### src/rtl/mem_access_unit.sv
// mem_access_unit: load/store front end for Mem_dados (clock/reset, req_* CPU request, resp_* response, mem_* memory port); sub-word stores via read-modify-write
module mem_access_unit #(
  parameter int ADDR_WIDTH = 32
) (
  input  logic                  clock,
  input  logic                  reset,
  input  logic                  req_valid,
  output logic                  req_ready,
  input  logic                  req_we,
  input  logic [1:0]            req_size,
  input  logic                  req_unsigned,
  input  logic [ADDR_WIDTH-1:0] req_addr,
  input  logic [31:0]           req_wdata,
  output logic                  resp_valid,
  output logic [31:0]           resp_rdata,
  output logic                  resp_err,
  output logic [31:0]           mem_data,
  output logic [ADDR_WIDTH-1:0] mem_read_addr,
  output logic [ADDR_WIDTH-1:0] mem_write_addr,
  output logic                  mem_we,
  input  logic [31:0]           mem_q
);
  typedef enum logic [1:0] {IDLE, READ, WRITE} state_t;
  state_t state;
  logic [ADDR_WIDTH-1:0] addr_l, addr_sel, word_idx;
  logic [1:0] size_l;
  logic uns_l, we_l, live_err, sx;
  logic [31:0] wdata_l, merged, mask, merge_word, load_ext;
  logic [15:0] lane;
  logic [4:0] sh;
  function automatic logic bad_req(input logic [1:0] s, input logic [1:0] a);
    return s == 2'b11 || (s == 2'b01 && a[0]) || (s == 2'b10 && a != 2'b00);
  endfunction
  assign req_ready = state == IDLE;
  assign live_err = bad_req(req_size, req_addr[1:0]);
  assign mem_we = !reset && (state == WRITE ||
                  (state == IDLE && req_valid && req_we && req_size == 2'b10 && !live_err));
  assign addr_sel = state == IDLE ? req_addr : addr_l;
  assign word_idx = {2'b0, addr_sel[ADDR_WIDTH-1:2]};
  assign mem_read_addr = word_idx;
  assign mem_write_addr = word_idx;
  assign mem_data = state == IDLE ? req_wdata : merged;
  assign sh = {addr_l[1:0], 3'b000};
  assign lane = 16'(mem_q >> sh);
  assign mask = (size_l == 2'b00 ? 32'h0000_00FF : 32'h0000_FFFF) << sh;
  assign merge_word = (mem_q & ~mask) | ((wdata_l << sh) & mask);
  assign sx = size_l == 2'b00 ? !uns_l && lane[7] : !uns_l && lane[15];
  assign load_ext = size_l == 2'b00 ? {{24{sx}}, lane[7:0]} :
                    size_l == 2'b01 ? {{16{sx}}, lane} : mem_q;
  always_ff @(posedge clock or posedge reset) begin
    if (reset) begin
      state <= IDLE;
      resp_valid <= 1'b0;
      resp_rdata <= '0;
      resp_err <= 1'b0;
      addr_l <= '0;
      size_l <= '0;
      uns_l <= 1'b0;
      we_l <= 1'b0;
      wdata_l <= '0;
      merged <= '0;
    end else begin
      resp_valid <= 1'b0;
      resp_rdata <= '0;
      resp_err <= 1'b0;
      case (state)
        IDLE: if (req_valid) begin
          addr_l <= req_addr;
          size_l <= req_size;
          uns_l <= req_unsigned;
          we_l <= req_we;
          wdata_l <= req_wdata;
          if (live_err) begin
            resp_valid <= 1'b1;
            resp_err <= 1'b1;
          end else if (req_we && req_size == 2'b10) resp_valid <= 1'b1;
          else state <= READ;
        end
        READ: if (we_l) begin
          merged <= merge_word;
          state <= WRITE;
        end else begin
          resp_valid <= 1'b1;
          resp_rdata <= load_ext;
          state <= IDLE;
        end
        WRITE: begin
          resp_valid <= 1'b1;
          state <= IDLE;
        end
        default: state <= IDLE;
      endcase
    end
  end
endmodule
### config.mk
export PLATFORM = sky130hd
export DESIGN_NAME = mem_access_unit
export DESIGN_NICKNAME = d
export VERILOG_FILES = /design/src/rtl/mem_access_unit.sv
export SDC_FILE = /design/constraint.sdc
export NUM_CORES = 1
export LEC_CHECK = 0
export ABC_AREA = 1
export CELL_PAD_IN_SITES_DETAIL_PLACEMENT = 0
export CELL_PAD_IN_SITES_GLOBAL_PLACEMENT = 1
export CORE_MARGIN = 2
export CORE_UTILIZATION = 32
export CTS_CLUSTER_SIZE = 20
export DETAILED_ROUTE_END_ITERATION = 10
export PLACE_DENSITY = 0.82
export SYNTH_ARGS = -nofsm -noshare
export SYNTH_HDL_FRONTEND = slang
export SYNTH_SLANG_ARGS = --single-unit
### constraint.sdc
create_clock -name clock -period 4.68 [get_ports clock]
set_input_delay 0.936 -clock clock [delete_from_list [all_inputs] [get_ports clock]]
set_output_delay 0.936 -clock clock [all_outputs]
set_load 0.005 [all_outputs]
==> results <==
- The leakage power figure is 4.59 nW.
- The number of max-cap violations is 0.
- The die span in x is roughly 150 um.
- The internal power contribution is around 2.7 mW.
- Measured against its own limit, the worst slew margin works out to approximately 54%.
- Fill cells in the final layout number 2,092.
- The number of failing setup endpoints in the final timing report is 0.
- For this block, the routed nets add up to ~22,000 um of wire.
- For this run, the leading register cell type out of synthesis is sky130_fd_sc_hd__dfrtp_1.
- Derived from the worst setup path, the maximum achievable clock frequency is around 0.28 GHz.
- The total power after layout is around 3.9 mW.
- Detailed placement ended at an HPWL of 16,200 um.
- The endpoint kind of the worst setup timing path is an output pin.
- Across all hold checks on the routed design, the worst slack comes to between 0.4 and 0.5 ns.
- The net switching component of the power is 1.19 mW.
- For met1 alone, demand over resource in global routing was ~27%.
- The later-pin clock latency in the skew report is 0.41 ns.
- The share of post-route cells with drive strength above 1 is 5.54%.
- The number of buffers added for setup after CTS is 0.
- The clock tree synthesis step divided the H-tree into 4 levels.
- The post-cts gate resize count is 0.
- The critical path launch point type is a flip-flop.
- Summed over all failing endpoints, the final setup total negative slack is 0 ns.
- The count of nets left with antenna violations once routing finished came out at 0.
- Setup repair after global routing left no endpoint under its margin.
- The max-slew violation count came to 0.
- For the pin with the worst max-slew slack, the measured transition is 0.696 ns.
- The distinct cell type count of the synthesized netlist is 30.
- The hold buffer count at CTS is 0.
- The DRC marker count from the first detailed-route iteration is approximately 480.
- Global routing used roughly 5.4% of the available met3 tracks.
- The clock-pin slew on the worst setup and hold paths is roughly 0.06 ns.
- The largest fanout of any net on the critical path is 69.
- The die is roughly 150 um tall.
- Clock tree synthesis inserted a total of 17 buffers.
- The final critical-path required period is approximately 3.6 ns.
- Dividing total power by cell area gives a power density of about 400 mW/mm^2.
- In this run the cell area of the synthesized design comes to 0.00682 sq mm.
- The worst IR drop on VDD is about 210 uV.
- The CTS tree is done.
- After routing the design area is around 0.0097 sq mm.
- Routability-driven placement finished with a final weighted congestion of 0.828.
- The clock passes through at most 2 buffers.
- The critical path data required time is between 3 and 4 ns.
- The synthesized instance count is about 890.
- In this run the register-to-register setup slack is 1.92 ns.
- The DRC violations left is 0.
- At the end of the flow, the number of nets in the layout was around 1,200.
- In the routed layout, each cell is associated on average with a via count of 4.74.
- The flip-flop and latch count after synthesis is 128.
- The sequential area share after synthesis is a little under half.
- For this design the top-level I/O count stands at 235.
- The slowest stage of the critical path is the sky130_fd_sc_hd__clkdlybuf4s50_1 cell.
- In this run the worst hold path is classified as flip-flop to flip-flop.
- The first global-routing pass estimated roughly 33,000 um of wire.
- The overall overflow remaining after global route is 0.
- Among cell families on the critical path, the largest total delay comes from buffers and inverters.
- The cell area after placement is 0.00907 sq mm.
- The floorplan step defined a die boundary enclosing roughly 0.023 sq mm.
- The number of hold violations in the final report came to 0.
- The path type of the worst setup path is flip-flop to output pin.
- The cell sitting at the root of the clock tree is a sky130_fd_sc_hd__clkbuf_16.
- The initialized floorplan defines 53 standard-cell rows.
- For this run, the number of Yosys warnings is 0.
- The combinational power share is just under 30%.
- The average wire per cell in the routed design is approximately 16 um.
- The run finished with clean final reports.
- The initial core utilization is around a third.
- In this run the standard cell core region covers about 0.021 sq mm.
- Clock skew on the completed layout was measured at 0.00878 ns.
- On the worst path, the slowest cell contributes a delay of between 0.5 and 0.6 ns.
- Entering global routing, the biggest net connects 70 pins.
- The register share of total power is 36.5%.
- Global routing used between 10% and 20% of the available tracks.
- The detailed-route via count is around 6,400.
- Yosys mapped a number of flops with a built-in enable equal to 0.
- Data on the critical path arrives at its endpoint at ~2.6 ns.
- The buffering stage count on the worst path with inverters included is 2.
- The number of buffers added on ports is 230.
- The relative contribution of the clock network to total power is 34.0%.
- The peak-usage layer in the global routing report is met2.
- Global routing used between 20% and 30% of the available met2 tracks.
- Traced cell by cell, the critical path runs through nor2_4, buf_12, nand2_1, o21a_1, a211oi_1, clkdlybuf4s50_1.
- The final period utilization is 76.3%.
- Relative to the synthesized area, the layout overhead comes to 41.6%.
- The number of clock sinks is around 130.
- The net switching share of the total power is a little under a third.
- The average cell area after synthesis is about 7.6 sq um.
- For this run, the detailed router's first-pass iteration total came to 5.
- The number of antenna violations at the first check in global routing is 0.
- In the synthesized netlist the async set-or-reset flop fraction comes to 100%.
- The via count of the first global-routing pass came to a little over 6,000.
- The number of antenna repair diodes is 0.
registers in the layout, indices dropped and copies added (netlist names):
| register | cells |
|---|---|
| resp_rdata | 32 |
| uns_l | 1 |
| wdata_l | 24 |
| we_l | 1 |
| resp_err | 1 |
| merged | 32 |
| resp_valid | 1 |
| addr_l | 32 |
| state | 2 |
| size_l | 2 |
power by group through the flow:
stage / sequential [mW] / combinational, mW / clock, mW
CTS: 1.42 / 1.15 / 1.34
global placement: 1.43 / 1.13 / 0
detailed placement: 1.43 / 1.14 / 0
global route: 1.44 / 1.27 / 1.40
finish: 1.42 / 1.14 / 1.32
floorplan: 1.41 / 0.655 / 0
cell type report:
type | instances | area [sq um] | share of cell area (%)
clock buffers | 27 | 513 | 5.31
clock inverters | 5 | 75.1 | 0.777
inverters | 136 | 515 | 5.34
multi-input cells | 548 | 2630 | 27.2
flip-flops and latches | 128 | 3200 | 33.2
well taps | 275 | 344 | 3.56
repair buffers | 239 | 2380 | 24.7
kinds of logic (layout without fill, tap and decap cells):
| logic type | Yosys count | count (layout) | share of synthesized area, % |
|---|---|---|---|
| other | 1 | 4 | 0.0550 |
| DFF | 128 | 128 | 46.9 |
| buffers and inverters | 220 | 407 | 14.9 |
| and+or+nand+nor | 270 | 270 | 16.0 |
| AOI/OAI and AO/OA | 274 | 274 | 22.1 |
worst min-delay path: cells and delay by family (launching register included):
family	cells	cell delay, ns
compound gates	1	0.06
flops	1	0.34
simple gates	1	0.05
stage by stage:
step / instances / setup WS, ns / util [%]
2_1_floorplan: 896 / 0.331 / -
3_3_place_gp: 1326 / 1.28 / 43.3
3_5_place_dp: 1326 / 1.26 / 43.3
4_1_cts: 1358 / 1.07 / 46.1
5_1_grt: 1358 / 0.832 / 46.1
6_report: 1358 / 1.11 / 46.1
cells in the final DEF (no fill, tap or decap), drive strengths merged, types with 11 or more instances in the layout:
master / synthesis / final
clkdlybuf4s50: 0 / 230
nand2: 181 / 181
o21ai: 175 / 175
inv: 134 / 134
dfrtp: 128 / 128
nor2: 71 / 71
a21oi: 50 / 50
clkbuf: 24 / 27
o22ai: 19 / 19
nand3: 18 / 18
o211ai: 16 / 16
a22oi: 11 / 11
cell usage after synthesis, types with 11 or more instances:
library cell	number	area (sq um)
sky130_fd_sc_hd__nand2_1	177	664
sky130_fd_sc_hd__dfrtp_1	128	3200
sky130_fd_sc_hd__inv_1	128	480
sky130_fd_sc_hd__o22ai_1	19	119
sky130_fd_sc_hd__nand3_1	15	75.1
sky130_fd_sc_hd__a21oi_1	48	240
sky130_fd_sc_hd__nor2_1	66	248
sky130_fd_sc_hd__clkbuf_1	24	90.1
sky130_fd_sc_hd__buf_2	17	85.1
sky130_fd_sc_hd__buf_4	34	255
sky130_fd_sc_hd__o211ai_1	16	120
sky130_fd_sc_hd__a22oi_1	11	82.6
sky130_fd_sc_hd__o21ai_0	169	846
final timing paths:
path	startpoint	endpoint	cells after the start
max	state[1]$_DFFE_PP0P_	mem_we	6
min	addr_l[20]$_DFFE_PP0N_	addr_l[20]$_DFFE_PP0N_	2
max reg2reg	state[1]$_DFFE_PP0P_	we_l$_DFFE_PP0N_	8
min reg2reg	addr_l[20]$_DFFE_PP0N_	addr_l[20]$_DFFE_PP0N_	2
max in group asynchronous	reset	resp_rdata[22]$_DFF_PP0_	3
min in group asynchronous	reset	resp_valid$_DFF_PP0_	2
per-layer routing:
metal | share of wire, % | vias to the layer above | wire (um)
li1 | - | 3191 | -
met1 | 45 | 3012 | 9640
met2 | 47 | 211 | 10100
met3 | 7.2 | 24 | 1570
met4 | 1.6 | 0 | 352
met5 | 0 | - | 0
No activity file was read; power rests on OpenSTA's default activity.
